$ cat src/rtl/ctx_mem_arbiter.sv
// Data-memory OBI arbiter between the cv32e40p data port and the RTOS context store/load ports.
// Grants are tagged in a small FIFO so in-order responses are routed back to their issuer.
module ctx_mem_arbiter #(
   parameter int unsigned MAX_OUTSTANDING = 2,
   parameter int unsigned STARVE_LIMIT    = 4
) (
   input  logic        clk_i,
   input  logic        rst_ni,
   input  logic        core_req_i,
   output logic        core_gnt_o,
   output logic        core_rvalid_o,
   input  logic        core_we_i,
   input  logic [3:0]  core_be_i,
   input  logic [31:0] core_addr_i,
   input  logic [31:0] core_wdata_i,
   output logic [31:0] core_rdata_o,
   input  logic        ctx_wr_rdy_i,
   input  logic [63:0] ctx_wr_i,
   output logic        ctx_wr_en_o,
   input  logic        ctx_rd_addr_rdy_i,
   input  logic [31:0] ctx_rd_addr_i,
   output logic        ctx_rd_addr_en_o,
   output logic        ctx_rd_data_en_o,
   output logic [31:0] ctx_rd_data_o,
   output logic        mem_req_o,
   input  logic        mem_gnt_i,
   input  logic        mem_rvalid_i,
   output logic        mem_we_o,
   output logic [3:0]  mem_be_o,
   output logic [31:0] mem_addr_o,
   output logic [31:0] mem_wdata_o,
   input  logic [31:0] mem_rdata_i,
   output logic        err_o
);

   localparam int unsigned PtrW = (MAX_OUTSTANDING > 1) ? $clog2(MAX_OUTSTANDING) : 1;
   localparam int unsigned CntW = $clog2(MAX_OUTSTANDING + 1);
   localparam int unsigned StvW = $clog2(STARVE_LIMIT + 1);

   typedef enum logic [1:0] {SrcCore = 2'd0, SrcCtxw = 2'd1, SrcCtxr = 2'd2} src_e;

   src_e            sel_q, sel_d, win, head;
   logic            lock_q, lock_d;
   logic [CntW-1:0] count_q, count_d;
   logic [PtrW-1:0] wptr_q, wptr_d, rptr_q, rptr_d;
   logic [StvW-1:0] starve_q, starve_d;
   logic            err_q, err_d;
   logic [1:0]      tags_q [MAX_OUTSTANDING];
   logic            ctx_pend, full, any_req, src_req, gnt, push, pop;

   function automatic logic [PtrW-1:0] ptr_inc(input logic [PtrW-1:0] p);
      return (p == PtrW'(MAX_OUTSTANDING - 1)) ? '0 : p + PtrW'(1);
   endfunction

   assign ctx_pend = ctx_wr_rdy_i | ctx_rd_addr_rdy_i;
   assign full     = (count_q == CntW'(MAX_OUTSTANDING));

   always_comb begin
      win     = SrcCore;
      any_req = 1'b0;
      if (lock_q) begin
         win     = sel_q;
         any_req = 1'b1;
      end else if (core_req_i && !((starve_q == StvW'(STARVE_LIMIT)) && ctx_pend)) begin
         win     = SrcCore;
         any_req = 1'b1;
      end else if (ctx_wr_rdy_i) begin
         win     = SrcCtxw;
         any_req = 1'b1;
      end else if (ctx_rd_addr_rdy_i) begin
         win     = SrcCtxr;
         any_req = 1'b1;
      end
   end

   // A locked transfer is already committed, so it bypasses the full check.
   assign mem_req_o = lock_q | (any_req & ~full);
   assign gnt       = mem_req_o & mem_gnt_i;
   assign push      = gnt;
   assign pop       = mem_rvalid_i & (count_q != '0);
   assign head      = src_e'(tags_q[rptr_q]);

   always_comb begin
      src_req     = 1'b0;
      mem_we_o    = 1'b0;
      mem_be_o    = 4'h0;
      mem_addr_o  = 32'h0;
      mem_wdata_o = 32'h0;
      unique case (win)
         SrcCore: src_req = core_req_i;
         SrcCtxw: src_req = ctx_wr_rdy_i;
         SrcCtxr: src_req = ctx_rd_addr_rdy_i;
         default: src_req = 1'b0;
      endcase
      if (mem_req_o) begin
         unique case (win)
            SrcCore: begin
               mem_we_o    = core_we_i;
               mem_be_o    = core_be_i;
               mem_addr_o  = core_addr_i;
               mem_wdata_o = core_wdata_i;
            end
            SrcCtxw: begin
               mem_we_o    = 1'b1;
               mem_be_o    = 4'hF;
               mem_addr_o  = ctx_wr_i[63:32];
               mem_wdata_o = ctx_wr_i[31:0];
            end
            SrcCtxr: begin
               mem_be_o    = 4'hF;
               mem_addr_o  = ctx_rd_addr_i;
            end
            default: ;
         endcase
      end
   end

   assign core_gnt_o       = gnt & (win == SrcCore);
   assign ctx_wr_en_o      = gnt & (win == SrcCtxw);
   assign ctx_rd_addr_en_o = gnt & (win == SrcCtxr);
   assign core_rvalid_o    = pop & (head == SrcCore);
   assign ctx_rd_data_en_o = pop & (head == SrcCtxr);
   assign core_rdata_o     = core_rvalid_o ? mem_rdata_i : 32'h0;
   assign ctx_rd_data_o    = ctx_rd_data_en_o ? mem_rdata_i : 32'h0;
   assign err_o            = err_q;

   always_comb begin
      lock_d   = lock_q;
      sel_d    = sel_q;
      wptr_d   = push ? ptr_inc(wptr_q) : wptr_q;
      rptr_d   = pop ? ptr_inc(rptr_q) : rptr_q;
      count_d  = count_q;
      starve_d = starve_q;
      err_d    = err_q | (mem_rvalid_i & (count_q == '0)) | (lock_q & ~src_req);
      if (gnt) begin
         lock_d = 1'b0;
      end else if (mem_req_o) begin
         lock_d = 1'b1;
         sel_d  = win;
      end
      if (push && !pop) begin
         count_d = count_q + CntW'(1);
      end else if (pop && !push) begin
         count_d = count_q - CntW'(1);
      end
      if (!ctx_pend || (gnt && win != SrcCore)) begin
         starve_d = '0;
      end else if (gnt && starve_q != StvW'(STARVE_LIMIT)) begin
         starve_d = starve_q + StvW'(1);
      end
   end

   always_ff @(posedge clk_i or negedge rst_ni) begin
      if (!rst_ni) begin
         lock_q   <= 1'b0;
         sel_q    <= SrcCore;
         count_q  <= '0;
         wptr_q   <= '0;
         rptr_q   <= '0;
         starve_q <= '0;
         err_q    <= 1'b0;
         for (int i = 0; i < int'(MAX_OUTSTANDING); i++) begin
            tags_q[i] <= 2'd0;
         end
      end else begin
         lock_q   <= lock_d;
         sel_q    <= sel_d;
         count_q  <= count_d;
         wptr_q   <= wptr_d;
         rptr_q   <= rptr_d;
         starve_q <= starve_d;
         err_q    <= err_d;
         if (push) begin
            tags_q[wptr_q] <= win;
         end
      end
   end

endmodule

$ cat config.mk
export PLATFORM = sky130hd
export DESIGN_NAME = ctx_mem_arbiter
export DESIGN_NICKNAME = d
export VERILOG_FILES = /design/src/rtl/ctx_mem_arbiter.sv
export SDC_FILE = /design/constraint.sdc
export NUM_CORES = 1
export LEC_CHECK = 0
export BUFFER_PORTS_ARGS = -buffer_cell sky130_fd_sc_hd__buf_2
export CAP_MARGIN = 20
export CELL_PAD_IN_SITES_DETAIL_PLACEMENT = 1
export CELL_PAD_IN_SITES_GLOBAL_PLACEMENT = 1
export CORE_AREA = 5 5 132 134
export CTS_BUF_LIST = sky130_fd_sc_hd__clkbuf_4 sky130_fd_sc_hd__clkbuf_8
export DETAILED_ROUTE_END_ITERATION = 8
export DIE_AREA = 0 0 137 139
export PLACE_DENSITY = 0.79
export REMOVE_ABC_BUFFERS = 1
export SYNTH_ARGS = -nofsm -noshare
export SYNTH_HDL_FRONTEND = slang
export SYNTH_SLANG_ARGS = --single-unit
$ cat constraint.sdc
create_clock -name clk_i -period 4.6 [get_ports clk_i]
set_input_delay 0.92 -clock clk_i [delete_from_list [all_inputs] [get_ports clk_i]]
set_output_delay 0.92 -clock clk_i [all_outputs]
set_load 0.005 [all_outputs]
==> summary.md <==
| Metric | Value |
|---|---|
| RSZ-0062 raised after global routing | `false` |
| Total core area | `0.01617 sq mm` |
| Starting Density | `0.1377` |
| Fin. Hold Viols | `0` |
| Via Count | `3625` |
| PostCTS Resize Cnt | `0` |
| Leak pwr | `2.467 nW` |
| Final min period | `3.966 ns` |
| Pre-Repair DR Iteration Count | `9` |
| Max Used Layer | `met4` |
| Fillers | `2091` |
| Initial DRC Count | `296` |
| Initial antenna violation count | `1` |
| Startpoint types | `input port` |
| Largest net degree at the start of global routing | `37` |
| Min-Delay Path Class | `flop to flop` |
| Post-synthesis compound-gate area fraction | `0.3365` |
| Cell Area, Synth | `0.002227 sq mm` |
| Status | `finished, violations left` |
| Multi-input gate area | `0.001648 sq mm` |
| Cells after Synth | `288` |
| DIE AREA | `0.01904 sq mm` |
| Worst-path clk slew | `0.06 ns` |
| Wire length on met2 | `7.340 mm` |
| Critical Path AT | `3.05 ns` |
| Postcts setup bufs | `0` |
| Die span in y | `139 microns` |
| Cts hold-fix bufs | `0` |
| Max Cap Violations | `0` |
| Clock Latency Late Sink | `0.25 ns` |
| Post-synthesis register bit count | `15` |
| CP startpoint | `core_req_i` |
| Period utilization | `0.8622` |
| Detailed-route wire length per cell | `16.88 microns` |
| IO Count | `344` |
| Clk sinks | `15` |
| Final setup fails | `0` |
| Final Max Slew Viols | `0` |
| Post-route setup slack | `0.6337 ns` |
| Hold_sp | `err_o` |
| Number of routed nets with antenna violations | `0` |
| Gpl congestion | `0.8854` |
| Final wirelength | `14.06 mm` |
| FF-to-FF Start | `starve_q[0]` |
| Critical path endpoint category | `primary output` |
| Pre-CTS setup slack | `0.7082 ns` |
| FMAX | `252.1 MHz` |
| Slew of the pin with the lowest slew margin | `0.5635 ns` |
| Asr flop ratio synth | `1.000` |
| CTS tree | `built` |
| Buffers on Ports | `343` |
| Cts bufs inserted | `3` |
| Failing checks | `design-rule violations` |
| Syn avg cell area | `7.733 sq um` |
| Post-synth EDFFs | `0` |
| XOR/XNOR Fraction of Synth Area | `0.01966` |
| Grt total ovfl | `0` |
| Synth Area in Adders | `0.03371` |
| Share of cells above drive strength 1 | `0.5997` |
| Largest family of logic cells by synthesized area | `compound AO/OA/AOI/OAI gates` |
| CTS root buf | `clkbuf_8` |
| WHS | `0.4837 ns` |
| Total track usage | `0.1374` |
| Synth unique cells | `38` |
| Commonest register cell after synthesis | `dfrtp_1` |
| Layout Nets | `823` |
| Vias in the first global route | `3793` |
| Row Count | `47` |
| Total power | `1.766 mW` |
| DP Wirelength | `12.00 mm` |
| CP required | `3.68 ns` |
| Setup TNS | `0 ns` |
| Clk_skew | `0.005490 ns` |
| DR DRC count | `4` |
| Bufs on Longest Clock Path | `2` |
| Path type of the worst setup path | `input port to primary output` |
| Sequential Area | `375.4 sq um` |
| WL met3 | `1.032 mm` |
| P per Cell Area | `425.2 mW/mm^2` |
| Post-layout util | `0.2569` |
| Mux contribution to synthesized area | `0.03034` |
| Worst-path maximum fanout | `28` |
| Slew margin rel. | `0.6204` |
| Drt via density | `4.352` |
| H-tree levels | `1` |
| Syn. warnings | `0` |
| Register area share after synthesis | `0.1685` |
| Met1 WL | `5.477 mm` |
| Global-route wire length before repair | `20.97 mm` |
| DIE WIDTH | `137 microns` |
| Max VDD drop | `0.1185 mV` |
| Simple-gate share of the synthesized area | `0.3197` |
| Area growth syn-to-layout | `86.52%` |
-- layout by cell type (no fill, tap or decap), types with 2 or more instances in the layout --
cell type    n
and3_1       4
a21oi_1      6
inv_1        7
a22o_1      35
xnor2_1      3
a222oi_1    32
a31oi_1      2
nor2_1      43
mux2_2       6
ha_1         6
and2_1      64
buf_4        8
dfrtp_1     15
buf_2      343
o21ai_0      2
clkbuf_8     3
nor3_1       2
xor2_1       2
nand2_1     10
-- critical path, cell delays in order --
cell and delay (ns):
buf_2 0.10, a21boi_0 0.37, nor2_1 0.13, a32o_1 0.34
ha_1 0.30, buf_4 0.27, a222oi_1 0.38, nor2_1 0.07
buf_2 0.14
-- area by class of cell --
type | instances | share of cell area
inverter | 8 | 0.007229
antenna | 1 | 0.0006024
sequential | 15 | 0.09036
clock inverter | 1 | 0.001205
clock buffer | 3 | 0.009940
multi-input combinational | 234 | 0.3967
timing repair buffer | 351 | 0.4277
tap | 220 | 0.06627
-- Yosys cell counts, drive strengths merged, types with 2 or more instances --
| cell | number | share of area |
|---|---|---|
| and2 | 65 | 0.18 |
| nor2 | 43 | 0.072 |
| a22o | 35 | 0.14 |
| a222oi | 32 | 0.14 |
| clkbuf | 16 | 0.027 |
| buf | 15 | 0.051 |
| dfrtp | 15 | 0.17 |
| nand2 | 11 | 0.022 |
| inv | 8 | 0.013 |
| a21oi | 6 | 0.013 |
| ha | 6 | 0.034 |
| mux2 | 6 | 0.030 |
| and3 | 4 | 0.011 |
| xnor2 | 3 | 0.012 |
| a31oi | 2 | 0.0056 |
| nor3 | 2 | 0.0045 |
| o21ai | 2 | 0.0045 |
| xor2 | 2 | 0.0079 |
-- through the flow --
step / std cells / cell area, sq um
5_1_grt: 833 / 4154
3_3_place_gp: 828 / 4105
6_report: 833 / 4154
3_5_place_dp: 828 / 4105
2_1_floorplan: 257 / 2053
4_1_cts: 832 / 4151
-- sequential cells by signal (all words and copies together), names as in the netlist --
name      cells
count_q       2
err_o         1
lock_q        1
rptr_q        1
sel_q         2
starve_q      3
tags_q        4
wptr_q        1
-- per-layer routing --
layer | GRT usage | vias up
met3 | 0.02758 | 16
li1 | - | 1729
met2 | 0.2458 | 147
met4 | 0.03099 | 0
met1 | 0.1677 | 1733
met5 | 0 | -
-- cell families after synthesis --
logic type	count (synthesis)
fa+ha+maj	6
flops	15
compound gates	85
simple gates	132
xor+xnor	5
mux	6
buf+inv	39
-- where the power goes --
part | internal (mW) | total (mW) | switching, mW
sequential | 0.186 | 0.246 | 0.0598
clock | 0.0599 | 0.107 | 0.0474
combinational | 0.680 | 1.41 | 0.733
-- final timing paths --
kind	to	slack (ns)	cells after the start
setup / recovery	mem_addr_o[5]	0.63	9
hold / removal	err_o	0.48	2
setup reg to reg	err_o	2.10	10
hold reg to reg	err_o	0.48	2
max in group asynchronous	tags_q[2]	3.77	1
min in group asynchronous	starve_q[2]	0.57	1
No activity file was read; power rests on OpenSTA's default activity.
